`src/rtl/mdu_hilo_ctrl_if.sv`:
```
// EX-stage <-> MDU bundle: decoded instruction and flush in, stall and HI/LO out.
interface mdu_hilo_ctrl_if;
    logic        start;
    logic [2:0]  op;
    logic [31:0] a;
    logic [31:0] b;
    logic        cancel;
    logic        stall;
    logic [31:0] hi;
    logic [31:0] lo;

    modport master (output start, op, a, b, cancel, input stall, hi, lo);
    modport slave  (input start, op, a, b, cancel, output stall, hi, lo);
endinterface

```
`src/rtl/mdu_hilo_ctrl.sv`:
```
// Multiply/divide sequencer owning HI/LO: single-cycle multiply, 32-step
// restoring divide, MTHI/MTLO, with pipeline stall and flush abort.
module mdu_hilo_ctrl (
    input  logic             clk,
    input  logic             resetn,
    mdu_hilo_ctrl_if.slave   bus
);
    typedef enum logic [1:0] {IDLE, MUL, DIV, DONE} state_t;

    state_t      state, state_nxt;
    logic        stall;
    logic [31:0] hi_q, lo_q;
    logic [31:0] opa, opb;
    logic [31:0] rem, quo;
    logic [4:0]  cnt;
    logic        msgn, neg_q, neg_r;

    logic        is_mul, is_div, sgn_op, b_nz;
    logic [31:0] mag_a, mag_b;
    logic [63:0] ext_a, ext_b, prod;
    logic [32:0] rs;
    logic        ge;
    logic [31:0] rem_nxt, q_fin, r_fin;

    assign is_mul = (bus.op == 3'd0) || (bus.op == 3'd1);
    assign is_div = (bus.op == 3'd2) || (bus.op == 3'd3);
    assign sgn_op = ~bus.op[0];
    assign b_nz   = (bus.b != 32'd0);
    assign mag_a  = (sgn_op && bus.a[31]) ? -bus.a : bus.a;
    assign mag_b  = (sgn_op && bus.b[31]) ? -bus.b : bus.b;

    assign ext_a  = {{32{msgn & opa[31]}}, opa};
    assign ext_b  = {{32{msgn & opb[31]}}, opb};
    assign prod   = ext_a * ext_b;

    // Result is below the divisor whenever the compare passes, so 32 bits suffice.
    assign rs      = {rem, quo[31]};
    assign ge      = rs >= {1'b0, opb};
    assign rem_nxt = ge ? (rs[31:0] - opb) : rs[31:0];

    assign q_fin = neg_q ? -quo : quo;
    assign r_fin = neg_r ? -rem : rem;

    always_ff @(posedge clk or negedge resetn) begin
        if (!resetn) state <= IDLE;
        else         state <= state_nxt;
    end

    always_comb begin
        state_nxt = state;
        stall     = 1'b0;
        case (state)
            IDLE: begin
                if (bus.start) begin
                    if (is_mul) begin
                        stall     = 1'b1;
                        state_nxt = MUL;
                    end else if (is_div && b_nz) begin
                        stall     = 1'b1;
                        state_nxt = DIV;
                    end
                end
            end
            MUL:  state_nxt = IDLE;
            DIV: begin
                stall = 1'b1;
                if (cnt == 5'd31) state_nxt = DONE;
            end
            DONE: state_nxt = IDLE;
            default: state_nxt = IDLE;
        endcase
        // Flush overrides everything, including a launch from IDLE.
        if (bus.cancel) begin
            stall     = 1'b0;
            state_nxt = IDLE;
        end
    end

    always_ff @(posedge clk or negedge resetn) begin
        if (!resetn) begin
            hi_q  <= '0;
            lo_q  <= '0;
            opa   <= '0;
            opb   <= '0;
            rem   <= '0;
            quo   <= '0;
            cnt   <= '0;
            msgn  <= 1'b0;
            neg_q <= 1'b0;
            neg_r <= 1'b0;
        end else begin
            case (state)
                IDLE: if (bus.start && !bus.cancel) begin
                    case (bus.op)
                        3'd0, 3'd1: begin
                            opa  <= bus.a;
                            opb  <= bus.b;
                            msgn <= sgn_op;
                        end
                        3'd2, 3'd3: if (b_nz) begin
                            quo   <= mag_a;
                            opb   <= mag_b;
                            rem   <= '0;
                            cnt   <= '0;
                            neg_q <= sgn_op & (bus.a[31] ^ bus.b[31]);
                            neg_r <= sgn_op & bus.a[31];
                        end
                        3'd4: hi_q <= bus.a;
                        3'd5: lo_q <= bus.a;
                        default: ;
                    endcase
                end
                MUL: if (!bus.cancel) {hi_q, lo_q} <= prod;
                DIV: begin
                    rem <= rem_nxt;
                    quo <= {quo[30:0], ge};
                    cnt <= cnt + 5'd1;
                end
                DONE: if (!bus.cancel) begin
                    lo_q <= q_fin;
                    hi_q <= r_fin;
                end
                default: ;
            endcase
        end
    end

    assign bus.stall = stall;
    assign bus.hi    = hi_q;
    assign bus.lo    = lo_q;
endmodule

```
`src/flat_wrapper.sv`:
```
// flat-port wrapper written by rule: the top's interface ports become plain ports
module mdu_hilo_ctrl_flat 
  (clk, resetn, bus_start, bus_op, bus_a, bus_b, bus_cancel, bus_stall, bus_hi, bus_lo);
  mdu_hilo_ctrl_if bus_i ();
  input  logic clk;
  input  logic resetn;
  input wire logic [$bits(bus_i.start)-1:0] bus_start;
  input wire logic [$bits(bus_i.op)-1:0] bus_op;
  input wire logic [$bits(bus_i.a)-1:0] bus_a;
  input wire logic [$bits(bus_i.b)-1:0] bus_b;
  input wire logic [$bits(bus_i.cancel)-1:0] bus_cancel;
  output wire logic [$bits(bus_i.stall)-1:0] bus_stall;
  output wire logic [$bits(bus_i.hi)-1:0] bus_hi;
  output wire logic [$bits(bus_i.lo)-1:0] bus_lo;
  assign bus_i.start = bus_start;
  assign bus_i.op = bus_op;
  assign bus_i.a = bus_a;
  assign bus_i.b = bus_b;
  assign bus_i.cancel = bus_cancel;
  assign bus_stall = bus_i.stall;
  assign bus_hi = bus_i.hi;
  assign bus_lo = bus_i.lo;
  mdu_hilo_ctrl u_core (.clk(clk), .resetn(resetn), .bus(bus_i));
endmodule
```
`config.mk`:
```
export PLATFORM = sky130hd
export DESIGN_NAME = mdu_hilo_ctrl_flat
export DESIGN_NICKNAME = d
export VERILOG_FILES = /design/src/rtl/mdu_hilo_ctrl_if.sv /design/src/rtl/mdu_hilo_ctrl.sv /design/src/flat_wrapper.sv
export SDC_FILE = /design/constraint.sdc
export NUM_CORES = 2
export LEC_CHECK = 0
export ABC_AREA = 1
export BUFFER_PORTS_ARGS = -buffer_cell sky130_fd_sc_hd__buf_2
export CORE_MARGIN = 4
export CORE_UTILIZATION = 50
export CTS_BUF_LIST = sky130_fd_sc_hd__clkbuf_8
export CTS_CLUSTER_DIAMETER = 40
export CTS_CLUSTER_SIZE = 16
export DETAILED_ROUTE_END_ITERATION = 8
export PLACE_DENSITY = 0.66
export SLEW_MARGIN = 5
export SYNTH_ARGS = -nofsm -noshare
export SYNTH_HDL_FRONTEND = slang
export SYNTH_SLANG_ARGS = --single-unit
export TNS_END_PERCENT = 1
```
`constraint.sdc`:
```
create_clock -name clk -period 20.5 [get_ports clk]
set_input_delay 3.075 -clock clk [delete_from_list [all_inputs] [get_ports clk]]
set_output_delay 3.075 -clock clk [all_outputs]
set_load 0.02 [all_outputs]
```
* Yosys cells after proc, flatten, opt, wreduce, memory -nomap -nowiden *
Index checks and enable logic that the tools add are counted.

operators by class
  add/subtract/negate cells = 6
  $mul = 1
  $lt $le $gt $ge = 1
  eq/ne operators = 20
  muxes and demuxes = 40
  bitwise gates (word level) = 6
  reduce and logical (&&, ||, !) cells = 23

operators by type and width
  operator             count
  $mux 32              20
  $pmux 32 s2          3
  $pmux 32 s3          2
  $neg 32->32          4
  $mul 33x33->64       1
  $ge 33x32->1         1
  $reduce_bool 32->1   1
  $sub 32x32->32       1
  $mux 5               3
  $reduce_and 4->1     3
  $mux 2               5
  $ne 2x2->1 const B   5
  $pmux 5 s2           1
  $reduce_and 5->1     2
  $eq 3x2->1 const B   2
  $eq 3x3->1 const B   2
  $ne 2x1->1 const B   3
  $pmux 2 s3           1
  $reduce_and 3->1     2
  $reduce_or 2->1      3
  $add 5x1->5 const B  1
  $eq 5x5->1 const B   1
  $and 1x1->1          4
  $eq 2x2->1 const B   2
  16 further kinds     24

storage, ports and cells
  register bits = 202
  input port bits = 71

* Longest topological paths before layout *
  depth in word-level cells = 8
  gate-level depth with buffers = 37
  mapped depth without buffers = 35

* Worst setup path before layout *
OpenSTA, ideal clock, no wires.

  path kind = register to register
  from = register u_core.opa[31]
  to = register u_core.hi_q[30], in the netlist u_core.bus.hi[30]
  library setup time = 0.077 ns
  arrival = 7.505 ns
  required time = 20.423 ns
  slack = 12.917 ns
  stages on the path, launching flop included = 29
  clock period less this slack = 7.583 ns
  cell sequence = dfrtp_1 buf_2 nand2_1 clkbuf_1 buf_1 nor2_1 fa_1 inv_1 fa_1 inv_1 fa_1 inv_1 fa_1 fa_1 inv_1 fa_1 inv_1 fa_1 fa_1 inv_1 ha_1 inv_1 nor3_1 nand2_1 nor4_1 nand2_1 nand3_1 nand3_1 a21oi_1

on the way
  cells in the longest elaborated chain, start to end = 4

RTL lines
  what                    RTL line              source
  from (decl)             mdu_hilo_ctrl.sv:13   logic [31:0] opa, opb;
  from (signal assigned)  mdu_hilo_ctrl.sv:96   opa <= bus.a;
  $and 1x1->1             mdu_hilo_ctrl.sv:32   assign ext_a = {{32{msgn & opa[31]}}, opa};
  $mul 33x33->64 (*)      mdu_hilo_ctrl.sv:34   assign prod = ext_a * ext_b;
  $mux 32 (*)             mdu_hilo_ctrl.sv:113  MUL: if (!bus.cancel) {hi_q, lo_q} <= prod;
  $pmux 32 s3 (*)         mdu_hilo_ctrl.sv:92   case (state)
  to (signal assigned)    mdu_hilo_ctrl.sv:108  3'd4: hi_q <= bus.a;
  to (signal assigned)    mdu_hilo_ctrl.sv:113
  to (signal assigned)    mdu_hilo_ctrl.sv:121  hi_q <= r_fin;
  to (decl)               mdu_hilo_ctrl.sv:12   logic [31:0] hi_q, lo_q;

Mark *: on every way between the ends. The rest lies on a longest branch, timed or not. The select of a mux whose other input is x is not followed.
A chain may end at the register's enable or synchronous reset.

* Worst setup path in the final report *
  from = register u_core.opa[31]
  to = register u_core.hi_q[27], in the netlist u_core.bus.hi[27]

Same word-level chain as after synthesis.

==> results_dict.tcl <==
set metrics [dict create \
    drc 0 \
    numCtsBuffers 28 \
    drive_above_1_share 0.0507 \
    drtIter0Drc 3766 \
    cts_resized 0 \
    clockBufferDepth 3 \
    slowest_stage "fa_1" \
    crit_type "reg2reg" \
    maxCapViolCount 0 \
    multi_input_area_mm2 0.0409 \
    critPathArrivalTime_ns 9.59 \
    grt.busiest_layer "met2" \
    crit_cells 27 \
    ys_seq_area_frac 0.0929 \
    routabilityCongestion 1.03 \
    grt_setup_unrepaired "no" \
    use_met2 0.542 \
    synth_cells 7217 \
    critical-path-max-stage-delay_ns 0.89 \
    synth-async-reset-ratio 1.00 \
    wl_um 181000 \
    use_met3 0.0345 \
    n_fill_cell 10700 \
    slew_viol_final 0 \
    cts-htree-levels 1 \
    vias_per_cell 5.46 \
    crit_start "u_core.opa[31]$_DFFE_PN0P_" \
    io_buffers 135 \
    grt_pass1_vias 49100 \
    netlist_area_mm2 0.0544 \
    core_area_mm2 0.108 \
    antenna_found_initial 5 \
    ios 136 \
    tns_ns 0 \
    routedWlPerCell_um 21.2 \
    yosys.cell_types.count 61 \
    ctsHoldBuffers 0 \
    root_buffer "clkbuf_8" \
    synth-seq-cells 202 \
    synth_top_area_share 0.414 \
    dp_hpwl_um 149000 \
    rows 120 \
    min_period_ns 9.02 \
    yosysTopAreaCell "fa_1" \
    ff2ff_setup_slack_ns 11.48 \
    synthTopCellsByArea "fa_1 (41%), inv_1 (13%), nand2_1 (12%)" \
    synth_nets 8664 \
    yosysWarningCount 0 \
    post_cts_buffers 0 \
    outcome "completed" \
    die_h_um 338 \
    postRouteAntennaNets 0 \
    firstDrtPassIters 8 \
    synth-edff-count 0 \
    initial_core_util 0.506 \
    crit_required_ns 21.07 \
    setup_viol 0 \
    clock_sinks 202 \
    fin_nets 8565 \
    grt_max_degree 76 \
    cts_tree "built" \
    tightestPinTransition_ns 1.18 \
    die_x_um 338 \
    skew_ns 0.0321 \
    path_common_cell "fa_1" \
    start_kind "register" \
    vias 46700 \
    endpoint_kind "register" \
    cp_top_family "adder cells" \
    area_delta_synth_final_pct 4.31 \
    relSlewSlack 0.207 \
    worst-path-buf-inv 8 \
    grt_pass1_wl_um 285000 \
    rr_worst_depth 27 \
    ff_latch_area_mm2 0.00506 \
    hold_viol 0 \
    die_area_mm2 0.114 \
    min_path_type "reg2reg" \
    syn_avg_cell_area_um2 7.54 \
    grt-ovfl-total 0 \
    worstSkewPairLatency_ns 0.66 \
    reg2reg_from "u_core.opa[31]$_DFFE_PN0P_" \
    ys.flop_type "dfrtp_1" \
    critPathMaxFanout 35 \
    layout_common_cells "inv_1 (1890), nand2_1 (1724), fa_1 (1126)" \
    endpoint "u_core.bus.hi[27]$_DFFE_PN0P_" \
    grt_util_met1 0.450 \
    fmax_mhz 111 \
    gr-usage-all-layers 0.326 \
    final_common_cell "inv_1" \
    r2r_end "u_core.bus.hi[27]$_DFFE_PN0P_" \
    clk_pin_slew_worst_paths_ns 0.08 \
    period_share 0.440 \
]
==> per-layer routing <==
layer / vias up / wire (µm)
met5: - / 14
met4: 2 / 6840
met3: 343 / 12600
met2: 1803 / 85100
met1: 23700 / 76400
li1: 20800 / -
==> sequential cells by signal (all words and copies together), names as in the netlist <==
| signal | count |
|---|---|
| u_core.state | 2 |
| u_core.msgn | 1 |
| u_core.cnt | 5 |
| u_core.neg_q | 1 |
| u_core.bus.lo | 32 |
| u_core.opa | 32 |
| u_core.quo | 32 |
| u_core.opb | 32 |
| u_core.bus.hi | 32 |
| u_core.neg_r | 1 |
| u_core.rem | 32 |
==> worst min path at each step <==
| stage | startpoint | to | slack [ns] | cells after the start |
|---|---|---|---|---|
| global placement | u_core.bus.lo[8]$_DFFE_PN0P_ | u_core.bus.lo[8]$_DFFE_PN0P_ | 0.46 | 2 |
| finish | u_core.bus.lo[7]$_DFFE_PN0P_ | u_core.bus.lo[7]$_DFFE_PN0P_ | 0.49 | 2 |
| detailed placement | u_core.bus.lo[8]$_DFFE_PN0P_ | u_core.bus.lo[8]$_DFFE_PN0P_ | 0.46 | 2 |
| global route | u_core.bus.lo[2]$_DFFE_PN0P_ | u_core.bus.lo[2]$_DFFE_PN0P_ | 0.51 | 2 |
| CTS | u_core.bus.lo[8]$_DFFE_PN0P_ | u_core.bus.lo[8]$_DFFE_PN0P_ | 0.48 | 2 |
| floorplan | u_core.cnt[4]$_DFFE_PN0P_ | u_core.cnt[4]$_DFFE_PN0P_ | 0.47 | 1 |
==> worst register-to-register path: cells and delay by family (launching register included) <==
family,cells,cell delay [ns]
AO/OA/AOI/OAI,1,0.16
adder cells (fa/ha/maj),9,4.85
buffers and inverters,8,1.68
flip-flops,1,0.33
AND/OR/NAND/NOR,9,1.92
==> synthesized netlist by cell type, drive strengths merged, types with 58 or more instances <==
master  number
ha         250
xor2        59
inv       1910
nor2       453
nor3        58
nand4       62
dfrtp      202
o21ai      291
nand3      292
clkbuf     303
a21oi      221
nand2     1734
fa        1126
==> area by class of cell <==
cell class / instances / share of cell area
Antenna cell: 2 / 0.0000882
Clock buffer: 31 / 0.00752
Clock inverter: 21 / 0.00335
Inverter: 1911 / 0.126
Multi-Input combinational cell: 4760 / 0.720
Sequential cell: 202 / 0.0892
Tap cell: 1403 / 0.0309
Timing Repair Buffer: 215 / 0.0227
==> metrics by stage <==
step	utilization	hold slack (ns)	setup slack [ns]	instances	area, µm²
floorplan	-	0.473	12.92	7217	54400
global placement	0.522	0.463	11.69	8491	56100
detailed placement	0.522	0.463	11.59	8491	56100
CTS	0.528	0.485	11.56	8543	56800
global route	0.528	0.512	11.04	8544	56800
finish	0.528	0.486	11.48	8545	56800
==> cells by family after synthesis <==
logic type               share of synthesized area
buffers and inverters                        0.157
multiplexers                              0.000414
adder cells (fa/ha/maj)                      0.472
XOR/XNOR                                    0.0137
flip-flops                                  0.0929
AND/OR/NAND/NOR                              0.199
AO/OA/AOI/OAI                               0.0652
Power is not shown: default switching activity piles up to over one toggle a cycle in this logic, so the estimate is an artifact.
